**src/rtl/doraemon_pkg.sv**
```systemverilog
// ---------------------------------------------------------------------------
// doraemon_pkg
// Shared types for the door selector: FSM state encoding, score width helper
// and the candidate record layout (default widths) used around the selector.
// No ports.
// ---------------------------------------------------------------------------
package doraemon_pkg;

    // Selector FSM states
    typedef enum logic [2:0] {
        FILL   = 3'd0,
        EVAL   = 3'd1,
        OUT    = 3'd2,
        REFILL = 3'd3,
        DONE   = 3'd4
    } state_e;

    localparam int unsigned DEF_ID_W   = 5;
    localparam int unsigned DEF_ATTR_W = 8;
    localparam int unsigned DEF_WGT_W  = 3;

    // Three ATTR_W x WGT_W products summed need two extra bits to never overflow
    function automatic int unsigned score_w(input int unsigned attr_w,
                                            input int unsigned wgt_w);
        return attr_w + wgt_w + 2;
    endfunction

    // Candidate record at default widths
    typedef struct packed {
        logic [DEF_ID_W-1:0]   id;
        logic [DEF_ATTR_W-1:0] size;
        logic [DEF_ATTR_W-1:0] iq;
        logic [DEF_ATTR_W-1:0] eq;
    } rec_t;

endpackage

```
**src/rtl/doraemon_score.sv**
```systemverilog
// ---------------------------------------------------------------------------
// doraemon_score
// Combinational weighted score: size*wsize + iq*wiq + eq*weq, unsigned, at
// full width (no truncation or saturation).
// Ports:
//   size, iq, eq        in  ATTR_W   attributes
//   wsize, wiq, weq     in  WGT_W    weights
//   score_c             out SCORE_W  weighted sum (combinational)
// ---------------------------------------------------------------------------
module doraemon_score
    import doraemon_pkg::*;
#(
    parameter int unsigned ATTR_W = 8,
    parameter int unsigned WGT_W  = 3
) (
    input  logic [ATTR_W-1:0]                    size,
    input  logic [ATTR_W-1:0]                    iq,
    input  logic [ATTR_W-1:0]                    eq,
    input  logic [WGT_W-1:0]                     wsize,
    input  logic [WGT_W-1:0]                     wiq,
    input  logic [WGT_W-1:0]                     weq,
    output logic [score_w(ATTR_W, WGT_W)-1:0]    score_c
);

    localparam int unsigned SCORE_W = score_w(ATTR_W, WGT_W);

    logic [SCORE_W-1:0] p_size;
    logic [SCORE_W-1:0] p_iq;
    logic [SCORE_W-1:0] p_eq;

    // Products widened before multiplying so the sum cannot wrap
    always_comb begin
        p_size  = SCORE_W'(size) * SCORE_W'(wsize);
        p_iq    = SCORE_W'(iq)   * SCORE_W'(wiq);
        p_eq    = SCORE_W'(eq)   * SCORE_W'(weq);
        score_c = p_size + p_iq + p_eq;
    end

endmodule

```
**src/rtl/doraemon_selector.sv**
```systemverilog
// ---------------------------------------------------------------------------
// doraemon_selector
// Holds N_DOOR candidate records, scores them one per cycle with a shared
// scorer, reports the best slot (max or min mode), then refills only the
// winning slot. Stops after TOTAL selections.
// Ports:
//   clk, rst_n                      clock, async active-low reset
//   in_valid/in_ready               input record handshake
//   in_id, in_size, in_iq, in_eq    record fields
//   in_wsize, in_wiq, in_weq        weights (latched with last fill / refill)
//   in_min                          1 = pick lowest score
//   out_valid/out_ready             result handshake
//   out_door, out_id, out_score     winning slot, its ID and score
//   done                            TOTAL selections completed
// ---------------------------------------------------------------------------
module doraemon_selector
    import doraemon_pkg::*;
#(
    parameter int unsigned N_DOOR = 5,
    parameter int unsigned ID_W   = 5,
    parameter int unsigned ATTR_W = 8,
    parameter int unsigned WGT_W  = 3,
    parameter int unsigned TOTAL  = 6000
) (
    input  logic                                 clk,
    input  logic                                 rst_n,
    input  logic                                 in_valid,
    output logic                                 in_ready,
    input  logic [ID_W-1:0]                      in_id,
    input  logic [ATTR_W-1:0]                    in_size,
    input  logic [ATTR_W-1:0]                    in_iq,
    input  logic [ATTR_W-1:0]                    in_eq,
    input  logic [WGT_W-1:0]                     in_wsize,
    input  logic [WGT_W-1:0]                     in_wiq,
    input  logic [WGT_W-1:0]                     in_weq,
    input  logic                                 in_min,
    output logic                                 out_valid,
    input  logic                                 out_ready,
    output logic [$clog2(N_DOOR)-1:0]            out_door,
    output logic [ID_W-1:0]                      out_id,
    output logic [score_w(ATTR_W, WGT_W)-1:0]    out_score,
    output logic                                 done
);

    localparam int unsigned DOOR_W  = $clog2(N_DOOR);
    localparam int unsigned SCORE_W = score_w(ATTR_W, WGT_W);
    localparam int unsigned CNT_W   = $clog2(TOTAL + 1);
    localparam logic [DOOR_W-1:0] LAST_K = DOOR_W'(N_DOOR - 1);
    localparam logic [CNT_W-1:0]  CNT_MAX = CNT_W'(TOTAL);

    state_e              state_q, state_d;

    logic [ID_W-1:0]     slot_id_q   [N_DOOR];
    logic [ID_W-1:0]     slot_id_d   [N_DOOR];
    logic [ATTR_W-1:0]   slot_size_q [N_DOOR];
    logic [ATTR_W-1:0]   slot_size_d [N_DOOR];
    logic [ATTR_W-1:0]   slot_iq_q   [N_DOOR];
    logic [ATTR_W-1:0]   slot_iq_d   [N_DOOR];
    logic [ATTR_W-1:0]   slot_eq_q   [N_DOOR];
    logic [ATTR_W-1:0]   slot_eq_d   [N_DOOR];

    logic [WGT_W-1:0]    wsize_q, wsize_d;
    logic [WGT_W-1:0]    wiq_q, wiq_d;
    logic [WGT_W-1:0]    weq_q, weq_d;
    logic                min_q, min_d;

    logic [DOOR_W-1:0]   fill_idx_q, fill_idx_d;
    logic [DOOR_W-1:0]   k_q, k_d;
    logic [DOOR_W-1:0]   best_idx_q, best_idx_d;
    logic [SCORE_W-1:0]  best_score_q, best_score_d;
    logic [CNT_W-1:0]    cnt_q, cnt_d;

    logic                in_ready_q, in_ready_d;
    logic                out_valid_q, out_valid_d;
    logic [DOOR_W-1:0]   out_door_q, out_door_d;
    logic [ID_W-1:0]     out_id_q, out_id_d;
    logic [SCORE_W-1:0]  out_score_q, out_score_d;
    logic                done_q, done_d;

    logic                accept;
    logic                wr_en;
    logic                wgt_en;
    logic [DOOR_W-1:0]   wr_idx;
    logic                better;
    logic [SCORE_W-1:0]  score_c;

    // Single scorer, time-multiplexed over slot index k
    doraemon_score #(
        .ATTR_W (ATTR_W),
        .WGT_W  (WGT_W)
    ) u_score (
        .size    (slot_size_q[k_q]),
        .iq      (slot_iq_q[k_q]),
        .eq      (slot_eq_q[k_q]),
        .wsize   (wsize_q),
        .wiq     (wiq_q),
        .weq     (weq_q),
        .score_c (score_c)
    );

    // Next-state, datapath and output decode
    always_comb begin
        state_d      = state_q;
        slot_id_d    = slot_id_q;
        slot_size_d  = slot_size_q;
        slot_iq_d    = slot_iq_q;
        slot_eq_d    = slot_eq_q;
        wsize_d      = wsize_q;
        wiq_d        = wiq_q;
        weq_d        = weq_q;
        min_d        = min_q;
        fill_idx_d   = fill_idx_q;
        k_d          = k_q;
        best_idx_d   = best_idx_q;
        best_score_d = best_score_q;
        cnt_d        = cnt_q;
        out_valid_d  = out_valid_q;
        out_door_d   = out_door_q;
        out_id_d     = out_id_q;
        out_score_d  = out_score_q;
        wr_en        = 1'b0;
        wgt_en       = 1'b0;
        wr_idx       = fill_idx_q;

        // in_ready_q is only high in FILL/REFILL, so this is a true accept
        accept = in_valid && in_ready_q;
        // Strict compare: equal scores keep the earlier (lower) index
        better = min_q ? (score_c < best_score_q) : (score_c > best_score_q);

        case (state_q)
            FILL: begin
                if (accept) begin
                    wr_en  = 1'b1;
                    wr_idx = fill_idx_q;
                    if (fill_idx_q == LAST_K) begin
                        wgt_en     = 1'b1;
                        fill_idx_d = '0;
                        k_d        = '0;
                        state_d    = EVAL;
                    end else begin
                        fill_idx_d = fill_idx_q + DOOR_W'(1);
                    end
                end
            end
            REFILL: begin
                if (accept) begin
                    wr_en   = 1'b1;
                    wgt_en  = 1'b1;
                    wr_idx  = out_door_q;
                    k_d     = '0;
                    state_d = EVAL;
                end
            end
            EVAL: begin
                if ((k_q == '0) || better) begin
                    best_idx_d   = k_q;
                    best_score_d = score_c;
                end
                if (k_q == LAST_K) begin
                    k_d     = '0;
                    state_d = OUT;
                end else begin
                    k_d = k_q + DOOR_W'(1);
                end
            end
            OUT: begin
                // First OUT cycle publishes the settled best; then wait for handshake
                if (!out_valid_q) begin
                    out_valid_d = 1'b1;
                    out_door_d  = best_idx_q;
                    out_id_d    = slot_id_q[best_idx_q];
                    out_score_d = best_score_q;
                end else if (out_ready) begin
                    out_valid_d = 1'b0;
                    cnt_d       = cnt_q + CNT_W'(1);
                    state_d     = (cnt_d == CNT_MAX) ? DONE : REFILL;
                end
            end
            DONE: begin
                out_valid_d = 1'b0;
            end
            default: begin
                state_d = FILL;
            end
        endcase

        if (wr_en) begin
            slot_id_d[wr_idx]   = in_id;
            slot_size_d[wr_idx] = in_size;
            slot_iq_d[wr_idx]   = in_iq;
            slot_eq_d[wr_idx]   = in_eq;
        end
        if (wgt_en) begin
            wsize_d = in_wsize;
            wiq_d   = in_wiq;
            weq_d   = in_weq;
            min_d   = in_min;
        end

        // Registered ready drops on the accepting edge itself
        in_ready_d = (state_d == FILL) || (state_d == REFILL);
        done_d     = (state_d == DONE);
    end

    // State and datapath registers
    always_ff @(posedge clk or negedge rst_n) begin
        if (!rst_n) begin
            state_q      <= FILL;
            slot_id_q    <= '{default: '0};
            slot_size_q  <= '{default: '0};
            slot_iq_q    <= '{default: '0};
            slot_eq_q    <= '{default: '0};
            wsize_q      <= '0;
            wiq_q        <= '0;
            weq_q        <= '0;
            min_q        <= 1'b0;
            fill_idx_q   <= '0;
            k_q          <= '0;
            best_idx_q   <= '0;
            best_score_q <= '0;
            cnt_q        <= '0;
            in_ready_q   <= 1'b0;
            out_valid_q  <= 1'b0;
            out_door_q   <= '0;
            out_id_q     <= '0;
            out_score_q  <= '0;
            done_q       <= 1'b0;
        end else begin
            state_q      <= state_d;
            slot_id_q    <= slot_id_d;
            slot_size_q  <= slot_size_d;
            slot_iq_q    <= slot_iq_d;
            slot_eq_q    <= slot_eq_d;
            wsize_q      <= wsize_d;
            wiq_q        <= wiq_d;
            weq_q        <= weq_d;
            min_q        <= min_d;
            fill_idx_q   <= fill_idx_d;
            k_q          <= k_d;
            best_idx_q   <= best_idx_d;
            best_score_q <= best_score_d;
            cnt_q        <= cnt_d;
            in_ready_q   <= in_ready_d;
            out_valid_q  <= out_valid_d;
            out_door_q   <= out_door_d;
            out_id_q     <= out_id_d;
            out_score_q  <= out_score_d;
            done_q       <= done_d;
        end
    end

    assign in_ready  = in_ready_q;
    assign out_valid = out_valid_q;
    assign out_door  = out_door_q;
    assign out_id    = out_id_q;
    assign out_score = out_score_q;
    assign done      = done_q;

endmodule

```
**config.mk**
```make
export PLATFORM = sky130hd
export DESIGN_NAME = doraemon_selector
export DESIGN_NICKNAME = d
export VERILOG_FILES = /design/src/rtl/doraemon_pkg.sv /design/src/rtl/doraemon_score.sv /design/src/rtl/doraemon_selector.sv
export SDC_FILE = /design/constraint.sdc
export NUM_CORES = 1
export LEC_CHECK = 0
export CORE_MARGIN = 1
export CORE_UTILIZATION = 40
export DETAILED_ROUTE_END_ITERATION = 10
export PLACE_DENSITY_LB_ADDON = 0.2
export SETUP_SLACK_MARGIN = 0.5
export SLEW_MARGIN = 20
export SYNTH_ARGS = -nofsm -noshare
export SYNTH_HDL_FRONTEND = slang
export SYNTH_SLANG_ARGS = --single-unit
```
**constraint.sdc**
```tcl
create_clock -name clk -period 11.2 [get_ports clk]
set_input_delay 2.24 -clock clk [delete_from_list [all_inputs] [get_ports clk]]
set_output_delay 2.24 -clock clk [all_outputs]
set_load 0.03 [all_outputs]
```
After elaboration in Yosys (flattened, before gate mapping)
Cells that the tools add are included.
{"block": "word_totals", "output_inout_bits": 24, "regBits": 217, "elab_cells": 126}
{"block": "classes", "mux": 45, "bitwise": 4, "n_mul": 3, "order_cmp": 6, "eq_ne": 12, "n_reduce_logical": 15, "addsub": 5}
{"operator": "40-bit bitwise mux", "count": 3}
{"operator": "8-bit binary-select mux with 3-bit select", "count": 3}
{"operator": "8-bit two-way mux", "count": 7}
{"operator": "3-bit two-way mux", "count": 14}
{"operator": "8-bit by 3-bit multiplier with 11-bit output", "count": 3}
{"operator": "25-bit bitwise mux", "count": 1}
{"operator": "8-bit demux with 3-bit select", "count": 1}
{"operator": "5-bit binary-select mux with 3-bit select", "count": 1}
{"operator": "5-bit demux with 3-bit select", "count": 1}
{"operator": "5-bit two-way mux", "count": 3}
{"operator": "3-bit case mux with 5 select lines", "count": 1}
{"operator": "13-bit by 1-bit adder with 13-bit output (second input constant)", "count": 1}
{"operator": "13-bit by 11-bit adder with 13-bit output", "count": 1}
{"operator": "13-bit equality test (second input constant)", "count": 1}
{"operator": "13-bit > comparator", "count": 1}
{"operator": "13-bit less-than comparator", "count": 1}
{"operator": "11-bit by 11-bit adder with 12-bit output", "count": 1}
{"operator": "3-bit equality test (second input constant)", "count": 4}
{"operator": "4-bit greater-or-equal comparator (second input constant)", "count": 3}
{"operator": "3-bit NOT with 4-bit output", "count": 3}
{"operator": "3-bit by 2-bit equality test with 1-bit output (second input constant)", "count": 3}
{"operator": "3-bit zero test", "count": 3}
{"operator": "3-bit case mux with 3 select lines", "count": 1}
{"operator": "1-bit two-way mux", "count": 7}
{"operator": "other kinds (14)", "count": 22}

Depth between registers and ports, before layout
Gate-level depths: netlist (run 1).
{"block": "depth", "depth_word": 11, "depth_mapped": 34}

Modules after synthesis
From an unflattened synthesis (run 1), not the netlist that was laid out.
{"block": "hier_totals", "cells_unflattened": 1041, "area_unflattened_um2": 12369.4}
{"module": "doraemon_selector", "instances": 1, "area_per_inst_um2": 10161.0, "cells_each": 778, "seq_area_each_um2": 5430.2}
{"module": "doraemon_score", "instances": 1, "area_per_inst_um2": 2208.4, "cells_each": 263, "seq_area_each_um2": 0.0}

Worst setup path after synthesis (run 1)
OpenSTA, ideal clock, no wires.
{"block": "synth_path", "path_type": "register to register", "startpoint": "reg k_q[0]", "endpoint": "reg best_idx_q[0]", "path_stages_with_launch": 33, "path_buffers": 3, "slack_ps": 3119, "arrival_time_ps": 7956, "setup_ps": 125, "required_time_ps": 11075, "cell_sequence": "dfrtp_1 -> clkbuf_1 -> buf_2 -> mux4_2 -> a22oi_1 -> nor2b_1 -> fa_1 -> fa_1 -> inv_1 -> fa_1 -> inv_1 -> ha_1 -> a21oi_1 -> nor2b_1 -> nor2_1 -> xnor2_1 -> fa_1 -> ha_1 -> o21ai_0 -> nand2b_1 -> a21o_1 -> a31o_2 -> a21oi_1 -> xnor2_1 -> ha_1 -> nand4_1 -> nor2_1 -> a21o_1 -> o311ai_2 -> nor3b_1 -> o31ai_4 -> buf_12 -> mux2_4"}
{"block": "synth_between", "elab_chain_cells": 11, "elab_cells_between_ends": 21}
{"element": "from (decl)", "line": "doraemon_selector.sv:68", "source": "logic [DOOR_W-1:0] k_q, k_d;"}
{"element": "from (signal assigned)", "line": "doraemon_selector.sv:239", "source": "k_q <= k_d;"}
{"element": "3-bit NOT with 4-bit output (not written as such) (*)", "line": "doraemon_selector.sv:92, doraemon_selector.sv:93, doraemon_selector.sv:94"}
{"element": "8-bit binary-select mux with 3-bit select, on equally long branches", "line": "doraemon_selector.sv:92, doraemon_selector.sv:93"}
{"element": "8-bit two-way mux, on equally long branches (2 in a row)", "line": "doraemon_selector.sv:92, doraemon_selector.sv:93"}
{"element": "8-bit by 3-bit multiplier with 11-bit output, on equally long branches", "line": "doraemon_score.sv:33, doraemon_score.sv:34"}
{"element": "11-bit by 11-bit adder with 12-bit output", "line": "doraemon_score.sv:36", "source": "score_c = p_size + p_iq + p_eq;"}
{"element": "13-bit by 11-bit adder with 13-bit output (*)", "line": "doraemon_score.sv:36"}
{"element": "via score_c[10]", "line": "doraemon_selector.sv:85", "source": "logic [SCORE_W-1:0] score_c;"}
{"element": "13-bit > comparator or 13-bit less-than comparator (tied branches)", "line": "doraemon_selector.sv:128", "source": "better = min_q ? (score_c < best_score_q) : (score_c > best_score_q);"}
{"element": "1-bit two-way mux (*)", "line": "doraemon_selector.sv:128"}
{"element": "1-bit logical OR (*)", "line": "doraemon_selector.sv:155", "source": "if ((k_q == '0) || better) begin"}
{"element": "2-bit AND reduction (no line) (*)"}
{"element": "to (signal assigned)", "line": "doraemon_selector.sv:240", "source": "best_idx_q <= best_idx_d;"}
{"element": "to (decl)", "line": "doraemon_selector.sv:69", "source": "logic [DOOR_W-1:0] best_idx_q, best_idx_d;"}
Mark *: on every way through the listed nets, which the timed path passes. The rest lies on a longest branch. The select of a mux whose other input is x is not followed.
A chain may end at the register's enable or synchronous reset.

Final worst setup path (run 1)
{"block": "layout_path", "startpoint": "reg k_q[2]", "endpoint": "reg best_score_q[3]"}
{"block": "layout_between", "elab_chain_cells": 11, "elab_cells_between_ends": 21}
{"element": "3-bit NOT with 4-bit output (not written as such) (*)", "line": "doraemon_selector.sv:92, doraemon_selector.sv:93, doraemon_selector.sv:94"}
{"element": "8-bit binary-select mux with 3-bit select, on equally long branches", "line": "doraemon_selector.sv:92, doraemon_selector.sv:93"}
{"element": "8-bit two-way mux, on equally long branches (2 in a row)", "line": "doraemon_selector.sv:92, doraemon_selector.sv:93"}
{"element": "8-bit by 3-bit multiplier with 11-bit output, on equally long branches", "line": "doraemon_score.sv:33, doraemon_score.sv:34"}
{"element": "11-bit by 11-bit adder with 12-bit output", "line": "doraemon_score.sv:36"}
{"element": "13-bit by 11-bit adder with 13-bit output (*)", "line": "doraemon_score.sv:36"}
{"element": "via score_c[10]", "line": "doraemon_selector.sv:85"}
{"element": "13-bit > comparator or 13-bit less-than comparator (tied branches)", "line": "doraemon_selector.sv:128"}
{"element": "1-bit two-way mux (*)", "line": "doraemon_selector.sv:128"}
{"element": "1-bit logical OR (*)", "line": "doraemon_selector.sv:155"}
{"element": "2-bit AND reduction (no line) (*)"}
{"element": "to (signal assigned)", "line": "doraemon_selector.sv:241", "source": "best_score_q <= best_score_d;"}
{"element": "to (decl)", "line": "doraemon_selector.sv:70", "source": "logic [SCORE_W-1:0] best_score_q, best_score_d;"}
Marked as above.

==> flow_summary.ini, run 1 <==
[outcome]
status = finished clean

[drt]
viasPerCell = 5.23
ant_nets = 0
drc = 0
totalWireLength_um = 25800
drt_first_pass_iters = 4
routedWlPerCell_um = 17.9
num_vias = 7524
drt_iter0_markers = 325

[clocking]
cts.path.max_buffers = 3
clk_latency_ns = 0.53
clock_sinks = 217
clkTransAtPathRegs_ns = 0.06
ctsHtreeMaxLevel = 1
postCtsSetupBuffers = 0
tritoncts = done
cts_resized = 0
root_buffer = clkbuf_16
cts_buffers = 25
hold_buffers = 0

[worst_setup_path]
crit_slowest_cell = nor3_2
worst_path_largest_cell_delay_ns = 0.85
cp-end-kind = flop
cp_top_family = adder cells
cp-start-kind = flop
path_class = flop to flop
cp_common_cell = fa_1
crit_required_ns = 11.61
crit_arrival_ns = 9.61
path_max_fanout = 25
crit_buf_inv = 4

[floorplanning]
die_w_um = 177
core_area_mm2 = 0.0299
io_pins = 67
rows = 63
die_height_um = 177
initial_core_util = 0.411
dieArea_mm2 = 0.0314

[placed_design]
post-dp-hpwl_um = 18000
io_buffers = 66
gp_congestion = 0.828

[timing]
setup_tns_ns = 0
tightest_slew_ns = 1.07
period_needed_ns = 9.20
fmax_ghz = 0.109
clock_skew_ns = 0.00850
finalHoldViolCount = 0
slew_headroom = 0.288
rsz0062_at_grt = no
fin_crit_sh = 0.821
maxSlewViolCount = 0
setup_viol = 0

[global_route]
grt-ovfl-total = 0
grt_pass1_vias = 7798
antenna_found_initial = 0
grt_max_degree = 91
gr-usage-all-layers = 0.172
grt_pass1_wl_um = 42700

[logic_synthesis]
ys_seq_elements = 217
netlist_area_mm2 = 0.0123
ys_seq_area_frac = 0.443
synth_fp_nets = 1100
ys.flop_type = dfrtp_1
synthArstFlopShare = 1.00
synth_edf_count = 0
syn_area_per_cell_um2 = 12.7
synth.distinct_cells = 61
yosysWarnings = 0
synthCells = 965

[worst_hold_path]
hold_path.class = flop to flop

[layout]
final_common_cell = dfrtp_1
area_growth_pct = 15.8
layout_common_cells = 216 x dfrtp_1, 177 x mux2_2, 75 x inv_1
fin_nets = 1165
drive_gt1_frac = 0.276
n_antenna_cell = 0

[run]
maxCapViolCount = 0
per-layer routing:
metal,GRT usage,routed length (um),up-vias,share of wire
li1,-,-,3530,-
met1,0.245,12200,3869,0.47
met2,0.282,12300,97,0.48
met3,0.0213,823,28,0.032
met4,0.0348,438,0,0.017
met5,0,0,-,0
cell usage after synthesis, types with 4 or more instances:
| library cell | number | area, um2 |
|---|---|---|
| nand2b_1 | 15 | 93.8 |
| clkbuf_1 | 12 | 45.0 |
| nand2_1 | 39 | 146 |
| inv_1 | 75 | 282 |
| and3_1 | 4 | 25.0 |
| mux2_2 | 177 | 1990 |
| buf_4 | 4 | 30.0 |
| o21ai_0 | 20 | 100 |
| buf_2 | 14 | 70.1 |
| nand4_1 | 9 | 56.3 |
| a21o_1 | 6 | 45.0 |
| a22oi_1 | 24 | 180 |
| mux4_2 | 29 | 653 |
| nor2_1 | 22 | 82.6 |
| ha_1 | 48 | 601 |
| and2_1 | 6 | 37.5 |
| nand3_1 | 14 | 70.1 |
| nor2b_1 | 46 | 288 |
| nor3_1 | 10 | 50.1 |
| fa_1 | 44 | 881 |
| xnor2_1 | 25 | 219 |
| xor2_1 | 7 | 61.3 |
| mux2_4 | 9 | 135 |
| a22o_1 | 7 | 61.3 |
| dfrtp_1 | 217 | 5430 |
| a21oi_1 | 25 | 125 |
| buf_1 | 5 | 18.8 |
final timing paths:
kind | startpoint | end | slack (ns) | cells after the start
worst max-delay path | k_q[2] | best_score_q[3] | 2.00 | 30
worst min-delay path | cnt_q[12] | cnt_q[12] | 0.49 | 1
worst max register to register | k_q[2] | best_score_q[3] | 2.00 | 30
worst min register to register | cnt_q[12] | cnt_q[12] | 0.49 | 1
max in group asynchronous | rst_n | out_id[4] | 8.02 | 2
min in group asynchronous | rst_n | weq_q[2] | 1.71 | 1
registers in the layout (all words and copies together), names as in the netlist:
signal,flops
slot_eq_q,40
out_door,3
best_idx_q,3
slot_iq_q,40
fill_idx_q,3
in_ready,1
out_valid,1
out_score,13
slot_id_q,25
best_score_q,13
k_q,3
min_q,1
wsize_q,3
slot_size_q,40
weq_q,3
cnt_q,13
wiq_q,3
done,1
state_q,3
out_id,5
kinds of logic (layout without fill, tap and decap cells):
kind of cell	count (synthesis)	count (layout)	synth area share
DFF	217	217	0.443
muxes	216	216	0.228
and+or+nand+nor	184	184	0.0823
buffers and inverters	115	198	0.0410
AOI/OAI and AO/OA	109	109	0.0628
adders and majority gates	92	92	0.121
xor gates and xnor gates	32	32	0.0228
area by class of cell:
type | instances | area [um2]
fillers | 2677 | 15700
multi-input cells | 633 | 6370
flip-flops and latches | 217 | 5430
repair buffers | 77 | 768
clock buffers | 37 | 731
well taps | 390 | 488
inverters | 76 | 285
clock inverters | 8 | 136
per-stage QoR:
stage | setup slack, ns | util | instances | hold slack (ns) | cell area (um2)
6_report | 2.00 | 0.476 | 1438 | 0.493 | 14200
5_1_grt | 1.38 | 0.476 | 1438 | 0.507 | 14200
4_1_cts | 1.94 | 0.476 | 1438 | 0.495 | 14200
3_5_place_dp | 1.98 | 0.447 | 1393 | 0.482 | 13300
3_3_place_gp | 2.28 | 0.446 | 1392 | 0.480 | 13300
2_1_floorplan | 3.12 | - | 965 | 0.451 | 12300
Power of run 1 is not shown: default switching activity piles up to over one toggle a cycle in this logic, so the estimate is an artifact.
==> run 2, diff against run 1 <==
- clock period: 11.2 -> 8.2 ns (I/O delays scaled with it)
==> run 2 against run 1 <==
  * Final cell count is 3.1% higher
  * Non-clock buffer count is 43 higher
  * Final area is 5.4% higher
  * Clock-buffer cell count stayed put
  * Wire length is 4.2% higher
  * First-iteration DRC count is 33% higher
  * Global-route usage is 0.69 points higher
  * Critical path depth is 3 higher
  * Maximum frequency is 19% higher
==> flow_summary.ini, run 2 (same netlist as run 1, synthesis figures left out) <==
[global_route]
grt_pass1_vias = 8171
antenna_found_initial = 0
grt_max_degree = 82
gr-usage-all-layers = 0.179
grt_pass1_wl_um = 44300
grt-ovfl-total = 0

[clocking]
cts_buffers = 26
clk_latency_ns = 0.53
tritoncts = done
root_buffer = clkbuf_16
cts.path.max_buffers = 3
hold_buffers = 0
clkTransAtPathRegs_ns = 0.06
ctsHtreeMaxLevel = 1
clock_sinks = 217

[layout]
n_antenna_cell = 0
final_common_cell = dfrtp_1
fillers = 2644
largestRegisters = slot_eq_q x40, slot_iq_q x40, slot_size_q x40
drive_gt1_frac = 0.349
fin_nets = 1209
layout_common_cells = 215 x dfrtp_1, 172 x mux2_2, 74 x inv_1
area_growth_pct = 22.1

[drt]
drt_first_pass_iters = 5
num_vias = 7716
ant_nets = 0
drt_iter0_markers = 432
viasPerCell = 5.20
routedWlPerCell_um = 18.1
totalWireLength_um = 26900
drc = 0

[worst_setup_path]
reg2reg_depth = 33
worst_path_largest_cell_delay_ns = 0.54
crit_arrival_ns = 8.15
cp-start-kind = flop
path_class = flop to flop
crit_required_ns = 8.61
worstReg2RegStart = k_q[0]
r2r_slack_ns = 0.46
cp_top_family = adder cells
cp_common_cell = fa_1
path_max_fanout = 7
crit_buf_inv = 7
cp-end-kind = flop
crit_slowest_cell = fa_1
crit_cells = 33
timing.rr.end = best_score_q[12]

[timing]
setup_viol = 0
tightest_slew_ns = 1.04
setup_tns_ns = 0
clock_skew_ns = 0.0157
maxSlewViolCount = 0
fmax_ghz = 0.129
fin_crit_sh = 0.944
holdWs_ns = 0.483
rsz0062_at_grt = yes
finalHoldViolCount = 0
period_needed_ns = 7.74
slew_headroom = 0.307

[worst_hold_path]
hold_depth = 1
hold_end = cnt_q[7]
hold_path.class = flop to flop
min-delay-start = cnt_q[7]

[placed_design]
post-dp-hpwl_um = 17800
io_buffers = 66
gp_congestion = 0.845

[floorplanning]
die_w_um = 177
initial_core_util = 0.411
io_pins = 67
rows = 63
die_height_um = 177
dieArea_mm2 = 0.0314
core_area_mm2 = 0.0299

[run]
maxCapViolCount = 0

[outcome]
status = finished clean
-- run 2: area by class of cell --
| class | instances | area (um2) | share of cell area |
|---|---|---|---|
| clock buffers | 37 | 763 | 0.0510 |
| clock inverters | 10 | 103 | 0.00685 |
| inverters | 76 | 285 | 0.0190 |
| multi-input cells | 633 | 6680 | 0.446 |
| flip-flops and latches | 217 | 5430 | 0.363 |
| well taps | 390 | 488 | 0.0326 |
| repair buffers | 120 | 1230 | 0.0821 |
-- run 2: worst max path at each step --
stage	slack, ns	to	start
2_1_floorplan	0.50	best_idx_q[0]	k_q[1]
3_3_place_gp	0.29	best_score_q[3]	k_q[0]
3_5_place_dp	0.11	best_score_q[3]	k_q[0]
4_1_cts	0.37	best_score_q[12]	k_q[0]
5_1_grt	0.1	best_score_q[12]	k_q[0]
6_report	0.46	best_score_q[12]	k_q[0]
-- run 2: layer usage --
layer,GRT usage,share of wire
met3,0.0284,0.047
met5,0,0
met1,0.251,0.46
met2,0.290,0.48
met4,0.0435,0.018
-- run 2: repair_timing --
action	CTS	global route
setup endpoints to repair	15	16
setup buffers	17	10
pin swaps	29	34
gates resized for setup	47	19
hold endpoints to repair	0	0
cloned	2	0
-- run 2: stage by stage --
step,utilization,setup slack (ns),cell area (um2),instances
after global routing,0.501,0.0980,15000,1483
after floorplan,-,0.502,12300,965
after CTS,0.496,0.369,14800,1473
final,0.501,0.458,15000,1483
after global placement,0.452,0.289,13500,1407
after detailed placement,0.452,0.108,13500,1407
Power of run 2 is left out for the same reason.
